### src/rtl/vector_mem_sequencer.sv
// Vector load/store sequencer: expands one LW_V/SW_V into per-element
// req/ack memory transfers and writes load results back into vector lanes.
module vector_mem_sequencer #(
  parameter int ADDR_W   = 32,
  parameter int DATA_W   = 32,
  parameter int VLEN_MAX = 8,
  parameter int IDX_W    = 3
) (
  input  logic              clk,
  input  logic              rst_n,
  input  logic              start,
  input  logic              is_store,
  input  logic [ADDR_W-1:0] base_addr,
  input  logic [ADDR_W-1:0] stride,
  input  logic [IDX_W:0]    vlen,
  output logic              mem_req,
  output logic              mem_we,
  output logic [ADDR_W-1:0] mem_addr,
  output logic [DATA_W-1:0] mem_wdata,
  input  logic              mem_ack,
  input  logic [DATA_W-1:0] mem_rdata,
  output logic [IDX_W-1:0]  vreg_rd_idx,
  input  logic [DATA_W-1:0] vreg_rd_data,
  output logic              vreg_we,
  output logic [IDX_W-1:0]  vreg_wr_idx,
  output logic [DATA_W-1:0] vreg_wr_data,
  output logic              busy,
  output logic              done
);

  typedef enum logic [1:0] {IDLE, REQ, DONE} state_t;

  typedef struct packed {
    logic              is_store;
    logic [ADDR_W-1:0] stride;
    logic [IDX_W:0]    len;
  } cmd_t;

  typedef struct packed {
    logic              vld;
    logic [IDX_W-1:0]  idx;
    logic [DATA_W-1:0] data;
  } wb_t;

  localparam logic [IDX_W:0] VMAX    = (IDX_W+1)'(VLEN_MAX);
  localparam logic [IDX_W:0] LEN_ONE = (IDX_W+1)'(1);

  state_t            st, st_nxt;
  cmd_t              cmd;
  wb_t               wb;
  logic [IDX_W-1:0]  elem;
  logic [ADDR_W-1:0] addr;
  logic [IDX_W:0]    eff_len;
  logic              in_req, xfer, last;

  assign eff_len = (vlen > VMAX) ? VMAX : vlen;
  assign in_req  = (st == REQ);
  assign xfer    = in_req && mem_ack;
  assign last    = ({1'b0, elem} == (cmd.len - LEN_ONE));

  always_ff @(posedge clk or negedge rst_n) begin
    if (!rst_n) st <= IDLE;
    else        st <= st_nxt;
  end

  always_comb begin
    st_nxt = st;
    case (st)
      IDLE:    if (start) st_nxt = (eff_len == '0) ? DONE : REQ;
      REQ:     if (xfer && last) st_nxt = DONE;
      DONE:    st_nxt = IDLE;
      default: st_nxt = IDLE;
    endcase
  end

  // Operands latch only in IDLE, so a start during an access cannot disturb it.
  always_ff @(posedge clk or negedge rst_n) begin
    if (!rst_n) begin
      cmd  <= '0;
      wb   <= '0;
      elem <= '0;
      addr <= '0;
    end else begin
      wb.vld <= 1'b0;
      if (st == IDLE && start) begin
        cmd  <= '{is_store: is_store, stride: stride, len: eff_len};
        elem <= '0;
        addr <= base_addr;
      end
      if (xfer) begin
        elem <= elem + IDX_W'(1);
        addr <= addr + cmd.stride;
        if (!cmd.is_store) wb <= '{vld: 1'b1, idx: elem, data: mem_rdata};
      end
    end
  end

  // Request-side outputs are gated by state so everything reads 0 outside REQ.
  assign mem_req      = in_req;
  assign mem_we       = in_req && cmd.is_store;
  assign mem_addr     = in_req ? addr : '0;
  assign mem_wdata    = in_req ? vreg_rd_data : '0;
  assign vreg_rd_idx  = in_req ? elem : '0;
  assign vreg_we      = wb.vld;
  assign vreg_wr_idx  = wb.vld ? wb.idx : '0;
  assign vreg_wr_data = wb.vld ? wb.data : '0;
  assign busy         = (st != IDLE);
  assign done         = (st == DONE);

endmodule

### config.mk
export PLATFORM = sky130hd
export DESIGN_NAME = vector_mem_sequencer
export DESIGN_NICKNAME = d
export VERILOG_FILES = /design/src/rtl/vector_mem_sequencer.sv
export SDC_FILE = /design/constraint.sdc
export NUM_CORES = 1
export LEC_CHECK = 0
export BUFFER_PORTS_ARGS = -buffer_cell sky130_fd_sc_hd__buf_2
export CORE_ASPECT_RATIO = 1.75
export CORE_UTILIZATION = 35
export DETAILED_ROUTE_END_ITERATION = 10
export GPL_TIMING_DRIVEN = 0
export PLACE_DENSITY = 0.69
export SKIP_LAST_GASP = 1
export SYNTH_ARGS = -nofsm -noshare
export SYNTH_HDL_FRONTEND = slang
export SYNTH_SLANG_ARGS = --single-unit
export TNS_END_PERCENT = 10
### constraint.sdc
create_clock -name clk -period 2.8 [get_ports clk]
set_clock_uncertainty 0.05 [all_clocks]
set_input_delay 0.84 -clock clk [delete_from_list [all_inputs] [get_ports clk]]
set_output_delay 0.84 -clock clk [all_outputs]
set_load 0.05 [all_outputs]
==> impl_metrics.yaml, run 1 <==
grt:
  first_global_vias: 6522
  grt_overflow: 0
  grt_usage: 0.2095
  grt_pass1_wl_mm: 33.20
  grt_max_degree: 79
  grt_antenna_before_repair: 1
clock_tree:
  cts_sinks: 110
  cts_htree_levels: 3
  cts_buffer_depth: 2
  insertion_delay_ns: 0.36
  clkSlewWorstSetupHoldPaths_ns: 0.09
  cts_tree: "built"
  cts_hold_buf: 0
  cts.root.buffer_cell: "clkbuf_16"
  cts_inserted_buffers: 9
floorplan:
  die_width_um: 109.0
  coreArea_um2: 19650
  num_rows: 68
  die_area_um2: 20640
  die_h_um: 189.3
  io_pins: 244
  initial_utilization: 0.3570
placed_design:
  port_buffers: 243
  gp_congestion: 0.9475
  dp_hpwl_mm: 17.11
  dp.cells: 1311
logic_synthesis:
  synth-seq-area-share: 0.3923
  synthFlopType: "dfrtp_1"
  syn_area_um2: 7017
  async_flop_share: 1.000
  synth_top_family_by_area: "simple AND/OR/NAND/NOR gates"
  synth_compound_area_frac: 0.1323
  synth-simple-area-share: 0.2850
  ys_warn_count: 0
  synth.area.mux_share: 0.07044
  synth.distinct_cells: 65
  synth_cells: 822
  synth_xor_area_frac: 0.02871
  synthAdderAreaFrac: 0.06170
  syn_nets: 993
  syn_avg_cell_area_um2: 8.536
  synth-edff-count: 0
  ys_ff_latch: 110
critical_path:
  critPathKind: "register to register"
  crit_fanout: 4
  path_cells: "ha_2, fa_2, a21o_1, a311o_1, buf_4, a21o_1, o211ai_1, buf_4, a21oi_1, mux2i_1, a211oi_1"
  slowest_stage: "dfrtp_1"
  worstPathArrival_ns: 3.02
  crit_path_start_kind: "register"
  cp_top_family: "compound AO/OA/AOI/OAI gates"
  slowest_delay_ns: 0.40
  crit_path_end_kind: "register"
  cp_num_buf_inv: 2
  cp.required_ns: 3.01
final_layout:
  stdcell_count: 1330
  nets: 1250
  drive_gt1_frac: 0.2943
  syn_to_final_growth_pct: 28.03
worst_hold_path:
  worstHoldPathType: "primary input to asynchronous set/reset pin"
detailed_routing:
  firstDrtPassIters: 4
  wirelength_mm: 21.73
  vias: 6814
  wl_per_cell_um: 16.34
  viasPerCell: 5.123
  drt-initial-drc-count: 332
  detail-route-antenna-nets: 0
  drc: 0
timing:
  finalWorstSetupSlack_ns: -0.01176
  rsz0062_at_grt: "true"
  slew_headroom: 0.4389
  worst_pin_slew_ns: 0.8416
  hold_viol_final: 0
  fin_crit_ns: 2.812
  setup_viol: 1
  slew_viol_final: 0
  fmax_mhz: 355.6
  min_period_over_period: 1.004
run_status:
  violations: "negative setup slack"
  status: "finished, violations left"
job:
  drv_cap: 0
metrics by stage:
step | hold slack, ns | setup TNS [ns] | setup WS (ns) | area [um^2] | utilization
after floorplan | 0.3997 | 0 | 0.1079 | 7017 | -
after global placement | 0.4091 | -59.34 | -0.5290 | 8539 | 0.4345
after detailed placement | 0.4188 | -2.000 | -0.3242 | 8573 | 0.4362
after CTS | 0.3064 | -1.308 | -0.09655 | 8947 | 0.4552
after global routing | 0.3124 | -2.577 | -0.1114 | 8984 | 0.4571
final | 0.3005 | -0.01176 | -0.01176 | 8984 | 0.4571
path summary, 6_finish.rpt:
kind / endpoint / depth (start not counted) / start / slack [ns]
min in group clk: cmd[14] / 2 / cmd[14] / 0.43
worst max-delay path: addr[30] / 11 / cmd[4] / -0.01
worst min register to register: cmd[14] / 2 / cmd[14] / 0.43
worst min-delay path: cmd[10] / 1 / rst_n / 0.30
max in group asynchronous: cmd[33] / 2 / rst_n / 1.68
worst max register to register: addr[30] / 11 / cmd[4] / -0.01
state kept, by name (all words and copies together) (netlist names):
| register | cells |
|---|---|
| elem | 3 |
| addr | 32 |
| wb | 35 |
| cmd | 37 |
| st | 2 |
| vreg_we | 1 |
routing by layer:
layer / GRT usage / up-vias / wire length, um / part of all wire
met5: 0 / - / 0 / 0
met1: 0.2207 / 3207 / 7993 / 0.37
met4: 0.1143 / 0 / 1093 / 0.050
li1: - / 3323 / - / -
met2: 0.3921 / 232 / 11670 / 0.54
met3: 0.02306 / 52 / 972 / 0.045
layout by cell type (no fill, tap or decap), types with 7 or more instances in the layout:
cell type	count
o21ai_0	28
a211oi_1	7
clkbuf_1	22
clkbuf_16	9
clkbuf_4	10
a21oi_1	48
nand2_1	201
nor2_1	36
mux2i_1	10
and3_1	13
a21o_1	13
dfrtp_1	110
buf_2	241
xor2_1	9
ha_1	32
and2_1	106
nor3_1	13
mux2_1	11
a31oi_1	14
mux2_2	24
xnor2_1	13
Yosys cell counts (all sizes together), types with 2 or more instances:
master,n,area (um^2)
nand2,201,754.5
dfrtp,110,2753
and2,106,663.1
a21oi,48,240.2
nor2,37,141.4
mux2,35,394.1
ha,33,412.9
o21ai,32,160.2
clkbuf,29,108.9
a31oi,15,93.84
buf,15,76.32
and3,14,88.84
nor3,14,75.07
xnor2,14,122.6
a21o,13,97.59
mux2i,10,100.1
xor2,9,78.83
a211oi,8,65.06
inv,6,22.52
nand3,6,30.03
nor2b,6,37.54
nand3b,5,37.54
nand4,5,31.28
or3,4,25.02
a211o,3,26.28
nand2b,3,18.77
o211ai,3,22.52
o21a,3,22.52
a21boi,2,15.01
a311o,2,20.02
a311oi,2,17.52
a31o,2,17.52
and4,2,18.77
nor4b,2,23.77
o2111ai,2,17.52
o211a,2,20.02
o22ai,2,12.51
or2,2,12.52
final cells by class:
type	count	area, um^2
antenna	1	2.502
buffer	44	201.4
clock buffer	9	225.2
clock inverter	7	93.84
fill	1976	10670
inverter	6	22.52
multi-input combinational	662	4094
sequential	110	2753
tap	245	306.5
timing repair buffer	246	1285
timing repair:
action	in CTS	in global routing
endpoints found under the setup margin	55	84
resized for setup	11	20
pin swaps	6	1
buffers inserted	2	0
worst reg2reg max path: cells and delay by family (launching register included):
kind                     cells  cell delay, ns
AO/OA/AOI/OAI                6            1.22
adder cells (fa/ha/maj)      2            0.56
buffers and inverters        2            0.35
flip-flops                   1            0.40
multiplexers                 1            0.15
kinds of logic (layout without fill, tap and decap cells):
kind of cell	Yosys count	count (layout)
other cells	0	1
xor+xnor	23	23
fa+ha+maj	34	34
compound gates	148	148
flops	110	110
mux	45	45
buf+inv	50	312
simple gates	412	412
Power of run 1 is left out: the tool's default activity adds up to more than one toggle a clock period on the data nets, which glitch-free logic cannot reach.
==> run 2, diff against run 1 <==
--- a/config.mk
+++ b/config.mk
@@ -5,12 +5,13 @@
 export SDC_FILE = /design/constraint.sdc
 export NUM_CORES = 1
 export LEC_CHECK = 0
+export ABC_AREA = 1
 export BUFFER_PORTS_ARGS = -buffer_cell sky130_fd_sc_hd__buf_2
 export CORE_ASPECT_RATIO = 1.75
 export CORE_UTILIZATION = 35
 export DETAILED_ROUTE_END_ITERATION = 10
 export GPL_TIMING_DRIVEN = 0
-export PLACE_DENSITY = 0.69
+export PLACE_DENSITY = 0.68
 export SKIP_LAST_GASP = 1
 export SYNTH_ARGS = -nofsm -noshare
 export SYNTH_HDL_FRONTEND = slang
==> run 2 against run 1 <==
  * The run still ends with negative setup slack left
  * Die area is 8.1% higher
  * First-iteration DRC count up 24%
  * Worst hold slack worse by 0.049 ns
  * Critical path depth down 6
  * Global-route usage grew 2.5 points
  * Sequential share of layout area is 2.0 points lower
  * Cell area rose by 6.9%
  * Critical path type is now register to output port
==> impl_metrics.yaml, run 2 <==
clock_tree:
  clkSlewWorstSetupHoldPaths_ns: 0.08
  cts_htree_levels: 3
  cts_sinks: 110
  cts_hold_buf: 0
  cts_setup_buffers: 0
  insertion_delay_ns: 0.36
  cts_inserted_buffers: 9
  cts_tree: "built"
  cts.root.buffer_cell: "clkbuf_16"
  cts_buffer_depth: 2
run_status:
  violations: "negative setup slack"
  status: "finished, violations left"
critical_path:
  cp_num_buf_inv: 3
  crit_path_end_kind: "output port"
  worst-path-stages: 5
  worstPathArrival_ns: 1.93
  cp.required_ns: 1.91
  crit_path_start_kind: "register"
  slowest_delay_ns: 0.42
  critPathKind: "register to output port"
  path_cells: "nor2_4, inv_1, clkbuf_2, nor2_1, buf_2"
  r2r_cells: 13
  cp_top_family: "buffers and inverters"
  slowest_stage: "dfrtp_1"
  crit_fanout: 10
final_layout:
  mostFrequentLayoutCell: "nand2_1"
  regMostFlops: "cmd"
  reg_top3: "cmd x37, wb x35, addr x32"
  largest_register_ff_count: 37
  nets: 1617
  syn_to_final_growth_pct: 26.47
  antenna_cells: 0
  drive_gt1_frac: 0.2054
  final_cell_mix: "nand2_1, buf_2, inv_1"
  fin_util: 0.4487
detailed_routing:
  drc: 0
  firstDrtPassIters: 5
  vias: 7858
  viasPerCell: 4.508
  detail-route-antenna-nets: 0
  drt-initial-drc-count: 413
  wirelength_mm: 25.61
  wl_per_cell_um: 14.69
logic_synthesis:
  synthFlopType: "dfrtp_1"
  syn_area_um2: 7596
  ys_warn_count: 0
  post-synth-top-count-cell: "nand2_1"
  syn_nets: 1362
  synth-edff-count: 0
  ys_ff_latch: 110
  synth_area_leader_cell: "dfrtp_1"
  synth-seq-area-share: 0.3624
  synth.distinct_cells: 38
  synth_top_cell_area_share: 0.3624
  syn_avg_cell_area_um2: 6.378
  yosys-top-cells-area: "dfrtp_1, nand2_1, inv_1"
  synthTopCellsByCount: "nand2_1, inv_1, nor2_1, dfrtp_1, nand3_1"
  synth_cells: 1191
  async_flop_share: 1.000
grt:
  grt_pass1_wl_mm: 39.54
  grt_usage: 0.2348
  grt_max_degree: 94
  grt_antenna_before_repair: 0
  grt_overflow: 0
  first_global_vias: 7672
power_and_ir_drop:
  p_leak_nw: 6.090
  seq_power_share: 0.215
  power-per-cell-area_nw_per_um2: 1387
  p_sw_frac: 0.5608
  pwr-share-clk: 0.111
  cell_internal_pwr_mw: 5.854
  ir_drop_v: 0.0004352
  p_switching_mw: 7.475
  comb_power_share: 0.675
floorplan:
  num_rows: 71
  io_pins: 244
  die_h_um: 196.9
  die_width_um: 113.4
  coreArea_um2: 21410
  initial_utilization: 0.3548
  die_area_um2: 22320
placed_design:
  port_buffers: 243
  dp_hpwl_mm: 20.71
  gp_congestion: 0.9876
timing:
  slew_viol_final: 0
  slew_headroom: 0.5093
  setup_viol: 2
  finalWorstSetupSlack_ns: -0.02364
  worst_pin_slew_ns: 0.7361
  hold_viol_final: 0
  fmax_mhz: 354.2
  fin_crit_ns: 2.824
  final.setup.tns_ns: -0.02636
  min_period_over_period: 1.008
  rsz0062_at_grt: "true"
worst_hold_path:
  worstHoldPathType: "primary input to asynchronous set/reset pin"
job:
  drv_cap: 0
[run 2: cell types whose count changed in the layout (fill, tap and decap cells not counted), sizes merged, moves of 13 or more]
cell,change
a21oi,-15
and2,-106
and3,-13
buf,+13
clkbuf,-20
inv,+220
mux2,-35
nand2,+276
nand3,+54
nor2,+88
[run 2: worst paths after layout]
kind | startpoint | end | slack, ns
worst max-delay path | st[1] | mem_addr[13] | -0.02
worst max register to register | cmd[4] | addr[22] | 0.41
max in group asynchronous | rst_n | wb[9] | 1.68
worst min register to register | wb[11] | wb[11] | 0.42
min in group clk | wb[11] | wb[11] | 0.42
worst min-delay path | rst_n | cmd[21] | 0.25
[run 2: area by class of cell]
class,instances,area (um^2)
fillers,2295,11800
inverters,226,848.3
clock inverters,6,97.59
plain buffers,38,211.5
clock buffers,10,239.0
multi-input cells,817,3792
repair buffers,244,1300
well taps,292,365.4
flip-flops and latches,110,2753
[run 2: power by group through the flow]
stage	clock network (mW)	logic (mW)	registers, mW
global route	1.57	9.96	2.96
floorplan	0	6.62	2.76
CTS	1.51	9.05	2.87
global placement	0	8.84	2.86
detailed placement	0	8.94	2.89
finish	1.48	8.99	2.86
[run 2: what timing repair did]
action | in CTS | in global routing
endpoints found under the hold margin | 0 | 0
gates cloned | 0 | 0
resized for setup | 25 | 2
setup endpoints to repair | 51 | 79
[run 2: worst reg2reg max path: cells and delay by family (launching register included)]
kind            cells  cell delay (ns)
simple gates       10             1.01
fa+ha+maj           2             0.72
flops               1             0.39
compound gates      1             0.14
[run 2: layer usage]
layer  track usage  routed length (um)  vias up  share of wire
met1        0.2400                9504     3558           0.37
li1              -                   -     4080              -
met5             0                   0        -              0
met2        0.4585               14120      177           0.55
met3       0.02860                 971       43          0.038
met4        0.1189                1008        0          0.039
[run 2: kinds of logic (layout without fill, tap and decap cells)]
group,after synthesis,after routing,share of synthesized area
simple gates,678,678,0.3551
buf+inv,264,524,0.1384
flops,110,110,0.3624
compound gates,86,86,0.06523
fa+ha+maj,34,34,0.05699
xor+xnor,19,19,0.02191
[run 2: stage by stage]
stage	std cells	worst slack (ns)	hold slack, ns	total power [mW]	cell area (um^2)
floorplan	1191	-0.03964	0.3922	9.376	7596
global placement	1726	-0.5470	0.4039	11.70	9178
detailed placement	1727	0.2025	0.4086	11.83	9211
CTS	1743	-0.03143	0.2466	13.43	9605
global route	1743	-0.09746	0.2508	14.48	9607
finish	1743	-0.02364	0.2510	13.33	9607
(Power assumes the default switching activity.)
